$ cat config.mk
export PLATFORM = sky130hd
export DESIGN_NAME = vga_blit_sched
export DESIGN_NICKNAME = d
export VERILOG_FILES = /design/src/rtl/vga_pkg.sv /design/src/rtl/vga_blit_addr.sv /design/src/rtl/vga_blit_sched.sv
export SDC_FILE = /design/constraint.sdc
export NUM_CORES = 1
export LEC_CHECK = 0
export CAP_MARGIN = 20
export CORE_ASPECT_RATIO = 0.8
export CORE_MARGIN = 10
export CORE_UTILIZATION = 50
export CTS_CLUSTER_DIAMETER = 40
export DETAILED_ROUTE_END_ITERATION = 16
export PLACE_DENSITY = 0.77
export SYNTH_ARGS = -nofsm -noshare
export SYNTH_HDL_FRONTEND = slang
export SYNTH_SLANG_ARGS = --single-unit
$ cat constraint.sdc
create_clock -name wb_clk_i -period 6 [get_ports wb_clk_i]
set_input_delay 1.8 -clock wb_clk_i [delete_from_list [all_inputs] [get_ports wb_clk_i]]
set_output_delay 1.8 -clock wb_clk_i [all_outputs]
set_load 0.05 [all_outputs]
$ cat src/rtl/vga_pkg.sv
// Shared types and frame-store geometry for the VGA frame-composition controller.
package vga_pkg;

  localparam int FB_W  = 320;
  localparam int FB_H  = 240;
  localparam int PIX_W = 12;

  typedef enum logic [2:0] {
    ST_IDLE,
    ST_CLEAR,
    ST_POS,
    ST_BLIT,
    ST_WAIT_VS,
    ST_SWAP
  } blit_state_e;

  typedef struct packed {
    logic [7:0] y;
    logic [8:0] x;
  } sprite_pos_t;

endpackage

$ cat src/rtl/vga_blit_addr.sv
// Maps a sprite pixel (slot origin + col/row offset) to a linear back-buffer address and clip flag.
module vga_blit_addr
  import vga_pkg::*;
#(
  parameter int FB_W = vga_pkg::FB_W,
  parameter int FB_H = vga_pkg::FB_H,
  parameter int CW   = 4
) (
  input  sprite_pos_t     pos,
  input  logic [CW-1:0]   col,
  input  logic [CW-1:0]   row,
  output logic [16:0]     addr,
  output logic            in_bounds
);

  localparam logic [9:0]  X_LIM   = 10'(FB_W);
  localparam logic [9:0]  Y_LIM   = 10'(FB_H);
  localparam logic [16:0] ROW_LEN = 17'(FB_W);

  logic [9:0] xs;
  logic [9:0] ys;

  // 10-bit sums so a sprite hanging off the right/bottom edge clips instead of wrapping
  assign xs = {1'b0, pos.x} + 10'(col);
  assign ys = {2'b0, pos.y} + 10'(row);

  assign in_bounds = (xs < X_LIM) && (ys < Y_LIM);
  // constant multiply; for a 320-wide store this is (ys<<8)+(ys<<6)
  assign addr      = (17'(ys) * ROW_LEN) + 17'(xs);

endmodule

$ cat src/rtl/vga_blit_sched.sv
// Frame composer: clear back buffer, blit visible ROM sprites in slot order, flip on vsync falling edge.
module vga_blit_sched
  import vga_pkg::*;
#(
  parameter int               NUM_SPRITES = 32,
  parameter int               SPR_DIM     = 16,
  parameter int               FB_W        = vga_pkg::FB_W,
  parameter int               FB_H        = vga_pkg::FB_H,
  parameter logic [PIX_W-1:0] TRANSP_KEY  = 12'h000
) (
  input  logic                                   wb_clk_i,
  input  logic                                   wb_rst_i,
  input  logic                                   start_i,
  input  logic [PIX_W-1:0]                       bg_color_i,
  input  logic                                   vs_i,
  output logic [$clog2(NUM_SPRITES)-1:0]         slot_sel_o,
  input  logic [16:0]                            slot_pos_i,
  output logic [$clog2(SPR_DIM*SPR_DIM)-1:0]     rom_addr_o,
  input  logic [PIX_W-1:0]                       rom_data_i,
  output logic [16:0]                            fb_addr_o,
  output logic [PIX_W-1:0]                       fb_data_o,
  output logic                                   fb_we_o,
  output logic                                   frame_sel_o,
  output logic                                   busy_o,
  output logic                                   done_o,
  output blit_state_e                            dbg_state
);

  localparam int SW = $clog2(NUM_SPRITES);
  localparam int RW = $clog2(SPR_DIM*SPR_DIM);
  localparam int CW = $clog2(SPR_DIM);

  localparam logic [16:0]   LAST_PIX  = 17'(FB_W*FB_H - 1);
  localparam logic [SW-1:0] LAST_SLOT = SW'(NUM_SPRITES - 1);
  localparam logic [RW:0]   BLIT_END  = (RW+1)'(SPR_DIM*SPR_DIM);
  localparam logic [8:0]    X_LIM     = 9'(FB_W);
  localparam logic [7:0]    Y_LIM     = 8'(FB_H);

  blit_state_e      state;
  blit_state_e      state_nx;
  logic [PIX_W-1:0] bg_q;
  logic [16:0]      clr_addr;
  logic [SW-1:0]    slot_cnt;
  logic [SW-1:0]    slot_sel_q;
  sprite_pos_t      pos_in;
  sprite_pos_t      pos_q;
  logic [RW:0]      rom_cnt;
  logic             pipe_valid;
  logic [RW-1:0]    pipe_idx;
  logic             vs_q;
  logic             frame_sel_q;
  logic             vs_fall;
  logic             pos_hidden;
  logic             last_slot;
  logic [16:0]      pix_addr;
  logic             pix_in;

  assign pos_in     = sprite_pos_t'(slot_pos_i);
  assign pos_hidden = (pos_in.x >= X_LIM) || (pos_in.y >= Y_LIM);
  assign last_slot  = (slot_cnt == LAST_SLOT);
  assign vs_fall    = vs_q && !vs_i;

  vga_blit_addr #(.FB_W(FB_W), .FB_H(FB_H), .CW(CW)) u_addr (
    .pos       (pos_q),
    .col       (pipe_idx[CW-1:0]),
    .row       (pipe_idx[RW-1:CW]),
    .addr      (pix_addr),
    .in_bounds (pix_in)
  );

  always_ff @(posedge wb_clk_i or posedge wb_rst_i) begin
    if (wb_rst_i) state <= ST_IDLE;
    else          state <= state_nx;
  end

  always_ff @(posedge wb_clk_i or posedge wb_rst_i) begin
    if (wb_rst_i) begin
      bg_q        <= '0;
      clr_addr    <= '0;
      slot_cnt    <= '0;
      slot_sel_q  <= '0;
      pos_q       <= '0;
      rom_cnt     <= '0;
      pipe_valid  <= 1'b0;
      pipe_idx    <= '0;
      vs_q        <= 1'b1;
      frame_sel_q <= 1'b0;
    end else begin
      vs_q       <= vs_i;
      // ROM data lags its address by one cycle, so the write stage trails the address stage
      pipe_valid <= (state == ST_BLIT) && !rom_cnt[RW];
      pipe_idx   <= rom_cnt[RW-1:0];
      case (state)
        ST_IDLE: begin
          if (start_i) begin
            bg_q     <= bg_color_i;
            slot_cnt <= '0;
            clr_addr <= '0;
          end
        end
        ST_CLEAR: clr_addr <= clr_addr + 17'd1;
        ST_POS: begin
          slot_sel_q <= slot_cnt;
          pos_q      <= pos_in;
          rom_cnt    <= '0;
          if (pos_hidden && !last_slot) slot_cnt <= slot_cnt + 1'b1;
        end
        ST_BLIT: begin
          rom_cnt <= rom_cnt + 1'b1;
          if ((rom_cnt == BLIT_END) && !last_slot) slot_cnt <= slot_cnt + 1'b1;
        end
        ST_WAIT_VS: if (vs_fall) frame_sel_q <= ~frame_sel_q;
        default: ;
      endcase
    end
  end

  always_comb begin
    state_nx  = state;
    fb_we_o   = 1'b0;
    fb_addr_o = '0;
    fb_data_o = '0;
    case (state)
      ST_IDLE:  if (start_i) state_nx = ST_CLEAR;
      ST_CLEAR: begin
        fb_we_o   = 1'b1;
        fb_addr_o = clr_addr;
        fb_data_o = bg_q;
        if (clr_addr == LAST_PIX) state_nx = ST_POS;
      end
      ST_POS: begin
        if (!pos_hidden)   state_nx = ST_BLIT;
        else if (last_slot) state_nx = ST_WAIT_VS;
      end
      ST_BLIT: begin
        fb_addr_o = pix_addr;
        fb_data_o = rom_data_i;
        fb_we_o   = pipe_valid && pix_in && (rom_data_i != TRANSP_KEY);
        if (rom_cnt == BLIT_END) state_nx = last_slot ? ST_WAIT_VS : ST_POS;
      end
      ST_WAIT_VS: if (vs_fall) state_nx = ST_SWAP;
      ST_SWAP:    state_nx = ST_IDLE;
      default:    state_nx = ST_IDLE;
    endcase
  end

  // slot_sel_o must be live during POS for the combinational position lookup, frozen otherwise
  assign slot_sel_o  = (state == ST_POS) ? slot_cnt : slot_sel_q;
  assign rom_addr_o  = (state == ST_BLIT) ? rom_cnt[RW-1:0] : '0;
  assign frame_sel_o = frame_sel_q;
  assign busy_o      = (state != ST_IDLE);
  assign done_o      = (state == ST_SWAP);
  assign dbg_state   = state;

endmodule

==> flow_metrics.env, run 1 <==
export IMPL_hpwl_um=10000
export IMPL_clock_skew_ns=0.008002
export IMPL_required_ns=4.20
export IMPL_final_period_utilization_pct=99.95
export IMPL_crit_family="adder cells"
export IMPL_maxCapViolations=0
export IMPL_cp_cell_sequence="ha_2, inv_2, fa_2, nand2b_4, nand2b_4, a21oi_4, xnor2_2, inv_2, ha_4, inv_2, fa_2, xor2_2, or2_4, a2111oi_4, and4b_1, xnor3_1, o21ai_2, buf_12"
export IMPL_cp_slowest_cell="fa_2"
export IMPL_drc_errors=0
export IMPL_synth_most_common_cell="nand2_1"
export IMPL_overflow=0
export IMPL_antenna_found_initial=0
export IMPL_ios=94
export IMPL_cpPeakStageDelay_ns=0.38
export IMPL_area_delta_synth_final_pct=32.74
export IMPL_clkSinkCount=79
export IMPL_postPlaceCellArea_sq_mm=0.006077
export IMPL_synth_top_cell_area_share_pct=39.14
export IMPL_max_freq_mhz=166.7
export IMPL_outcome="finished clean"
export IMPL_numCtsBuffers=9
export IMPL_path_common_cell="inv_2"
export IMPL_clockRootBuffer="clkbuf_16"
export IMPL_fin_hold_ws_ns=0.4476
export IMPL_hold_violations=0
export IMPL_diodes=0
export IMPL_postSynthCellCount=547
export IMPL_htree_num_levels=3
export IMPL_place_gp_congestion=0.8855
export IMPL_die_x_um=131.7
export IMPL_worstMarginPinSlew_ns=0.8468
export IMPL_syn_area_per_cell_sq_um=9.118
export IMPL_io_buffers=93
export IMPL_ys_seq_area_share_pct=39.66
export IMPL_async_flop_share_pct=100.0
export IMPL_grt_max_degree=43
export IMPL_yosysWarnings=0
export IMPL_syn_num_nets=627
export IMPL_synth_cells_most_frequent="nand2_1, dfrtp_1, o21ai_0, nor2_1, ha_1"
export IMPL_ys_ff_latch=79
export IMPL_rsz0062_at_grt="yes"
export IMPL_rows=32
export IMPL_clk_insertion_delay_late_ns=0.34
export IMPL_drt_iter0_drc=343
export IMPL_dr_pass1_iters=4
export IMPL_drive_above_1_share_pct=14.53
export IMPL_arrival_ns=4.20
export IMPL_critPathCaptureType="output port"
export IMPL_cts_hold_buf=0
export IMPL_synth_cell_types=56
export IMPL_nets=715
export IMPL_fin_crit_ns=5.997
export IMPL_drt_total_wl_um=13710
export IMPL_max_clock_path_buffers=2
export IMPL_clk_pin_slew_worst_paths_ns=0.06
export IMPL_die_h_um=109.3
export IMPL_track_usage_pct=18.35
export IMPL_synth_area_leader_cell="dfrtp_1"
export IMPL_initial_core_util_pct=51.47
export IMPL_wl_per_cell_um=17.66
export IMPL_dieArea_sq_mm=0.01439
export IMPL_preCtsSetupSlack_ns=0.1253
export IMPL_cp_max_fo=3
export IMPL_final_area_sq_mm=0.006620
export IMPL_synth_edff_count=0
export IMPL_tns_ns=0
export IMPL_ant_nets=0
export IMPL_grt_pass1_wl_um=21950
export IMPL_ys_dominant_reg_cell="dfrtp_1"
export IMPL_startpoint_type="register"
export IMPL_drv_slew=0
export IMPL_finalWorstSetupSlack_ns=0.002819
export IMPL_max_slew_margin_pct=43.47
export IMPL_cts_tree="built"
export IMPL_first_global_vias=4461
export IMPL_core_area_sq_mm=0.009689
export IMPL_setup_violations=0
export IMPL_syn_area_sq_mm=0.004987
export IMPL_netlist_top_cells_area="dfrtp_1, ha_1, nand2_1"
export IMPL_hp_class="register to register"
export IMPL_critPathBufInv=4
export IMPL_vias_per_cell=5.737
export IMPL_crit_type="register to output port"
export IMPL_vias=4452
## path summary, 6_finish.rpt
check,from,to,slack [ns],cells after the start
min in group asynchronous,wb_rst_i,bg_q[3],1.95,2
worst max register to register,dbg_state[0],slot_cnt[2],3.40,6
worst min register to register,rom_cnt[1],pipe_idx[1],0.45,0
max in group asynchronous,wb_rst_i,pos_q[13],3.04,3
worst min-delay path,rom_cnt[1],pipe_idx[1],0.45,0
worst max-delay path,pos_q[9],fb_addr_o[16],0.003,18
## registers in the layout, indices dropped and copies added, names as in the netlist
name	count
clr_addr	17
pos_q	17
bg_q	12
rom_cnt	9
pipe_idx	8
slot_cnt	5
slot_sel_q	5
dbg_state	3
frame_sel_o	1
pipe_valid	1
vs_q	1
## metal layers
layer | vias up | routed length [um] | global-route usage (%)
met3 | 18 | 667 | 4.695
met2 | 111 | 7032 | 31.92
li1 | 2120 | - | -
met4 | 0 | 202 | 5.547
met1 | 2203 | 5802 | 22.26
met5 | - | 0 | 0
## worst reg2reg max path: cells and delay by family, from the launching register on
kind                      cells  cell delay [ns]
AOI/OAI and AO/OA             2             0.63
and+or+nand+nor               3             0.89
xor gates and xnor gates      1             0.16
DFF                           1             0.79
## metrics by stage
stage	std cells	utilization, %
final	776	68.32
after global routing	776	68.32
after CTS	774	66.45
after detailed placement	757	62.72
after global placement	757	62.72
after floorplan	547	-
## timing repair
action / 4_1_cts / 5_1_grt
gates resized for setup: 7 / 33
setup endpoints to repair: 4 / 5
hold endpoints to repair: 0 / 0
buffers inserted: 1 / 2
pin swaps: 3 / 14
gates cloned: 0 / 0
## cell usage in the layout, fill, tap and decap left out, types with 3 or more instances in the layout
master           synthesis  routed
nand2_1                 88      88
clkdlybuf4s50_1          0      85
dfrtp_1                 78      78
o21ai_0                 50      49
nor2_1                  34      32
ha_1                    31      23
nand3_1                 22      22
mux2_2                  19      19
inv_1                   23      19
a22o_1                  17      17
xnor2_1                 17      15
and3_1                  13      13
a21oi_1                 16      11
a21o_1                  10      10
clkbuf_16                0       9
buf_4                    0       9
xor2_1                  10       8
nand4_1                  7       7
nor3_1                   8       7
nand2b_1                 9       6
nor4_1                   6       6
o211ai_1                 6       6
inv_2                    1       5
o21ai_1                  6       5
a21oi_2                  1       5
buf_12                   0       5
ha_2                     0       4
ha_4                     0       4
nand3b_1                 3       3
o41ai_1                  3       3
or3_1                    3       3
nor2b_1                  4       3
nand2b_4                 0       3
a211oi_1                 4       3
## kinds of logic after synthesis
kind of cell | Yosys count | synth area share [%]
xor gates and xnor gates | 28 | 5.193
and+or+nand+nor | 209 | 20.02
muxes | 20 | 4.491
DFF | 79 | 39.66
buffers and inverters | 47 | 3.688
adders and majority gates | 35 | 9.383
AOI/OAI and AO/OA | 129 | 17.56
## final cells by class
type,instances,area [sq um]
fillers,757,3069
multi-input cells,421,3032
flip-flops and latches,79,1978
repair buffers,100,1027
clock buffers,10,229.0
well taps,136,170.2
clock inverters,6,93.84
inverters,24,90.09
Power of run 1 is not shown: default switching activity piles up to over one toggle a cycle in this logic, so the estimate is an artifact.
==> run 2: changes to the inputs <==
--- a/config.mk
+++ b/config.mk
@@ -11,6 +11,7 @@
 export CORE_UTILIZATION = 50
 export CTS_CLUSTER_DIAMETER = 40
 export DETAILED_ROUTE_END_ITERATION = 16
+export HOLD_SLACK_MARGIN = 0.12
 export PLACE_DENSITY = 0.77
 export SYNTH_ARGS = -nofsm -noshare
 export SYNTH_HDL_FRONTEND = slang
==> results of run 2 <==
Same layout as run 1: the final DEF is identical, and so are final timing and power.
Power of run 2 is left out for the same reason.
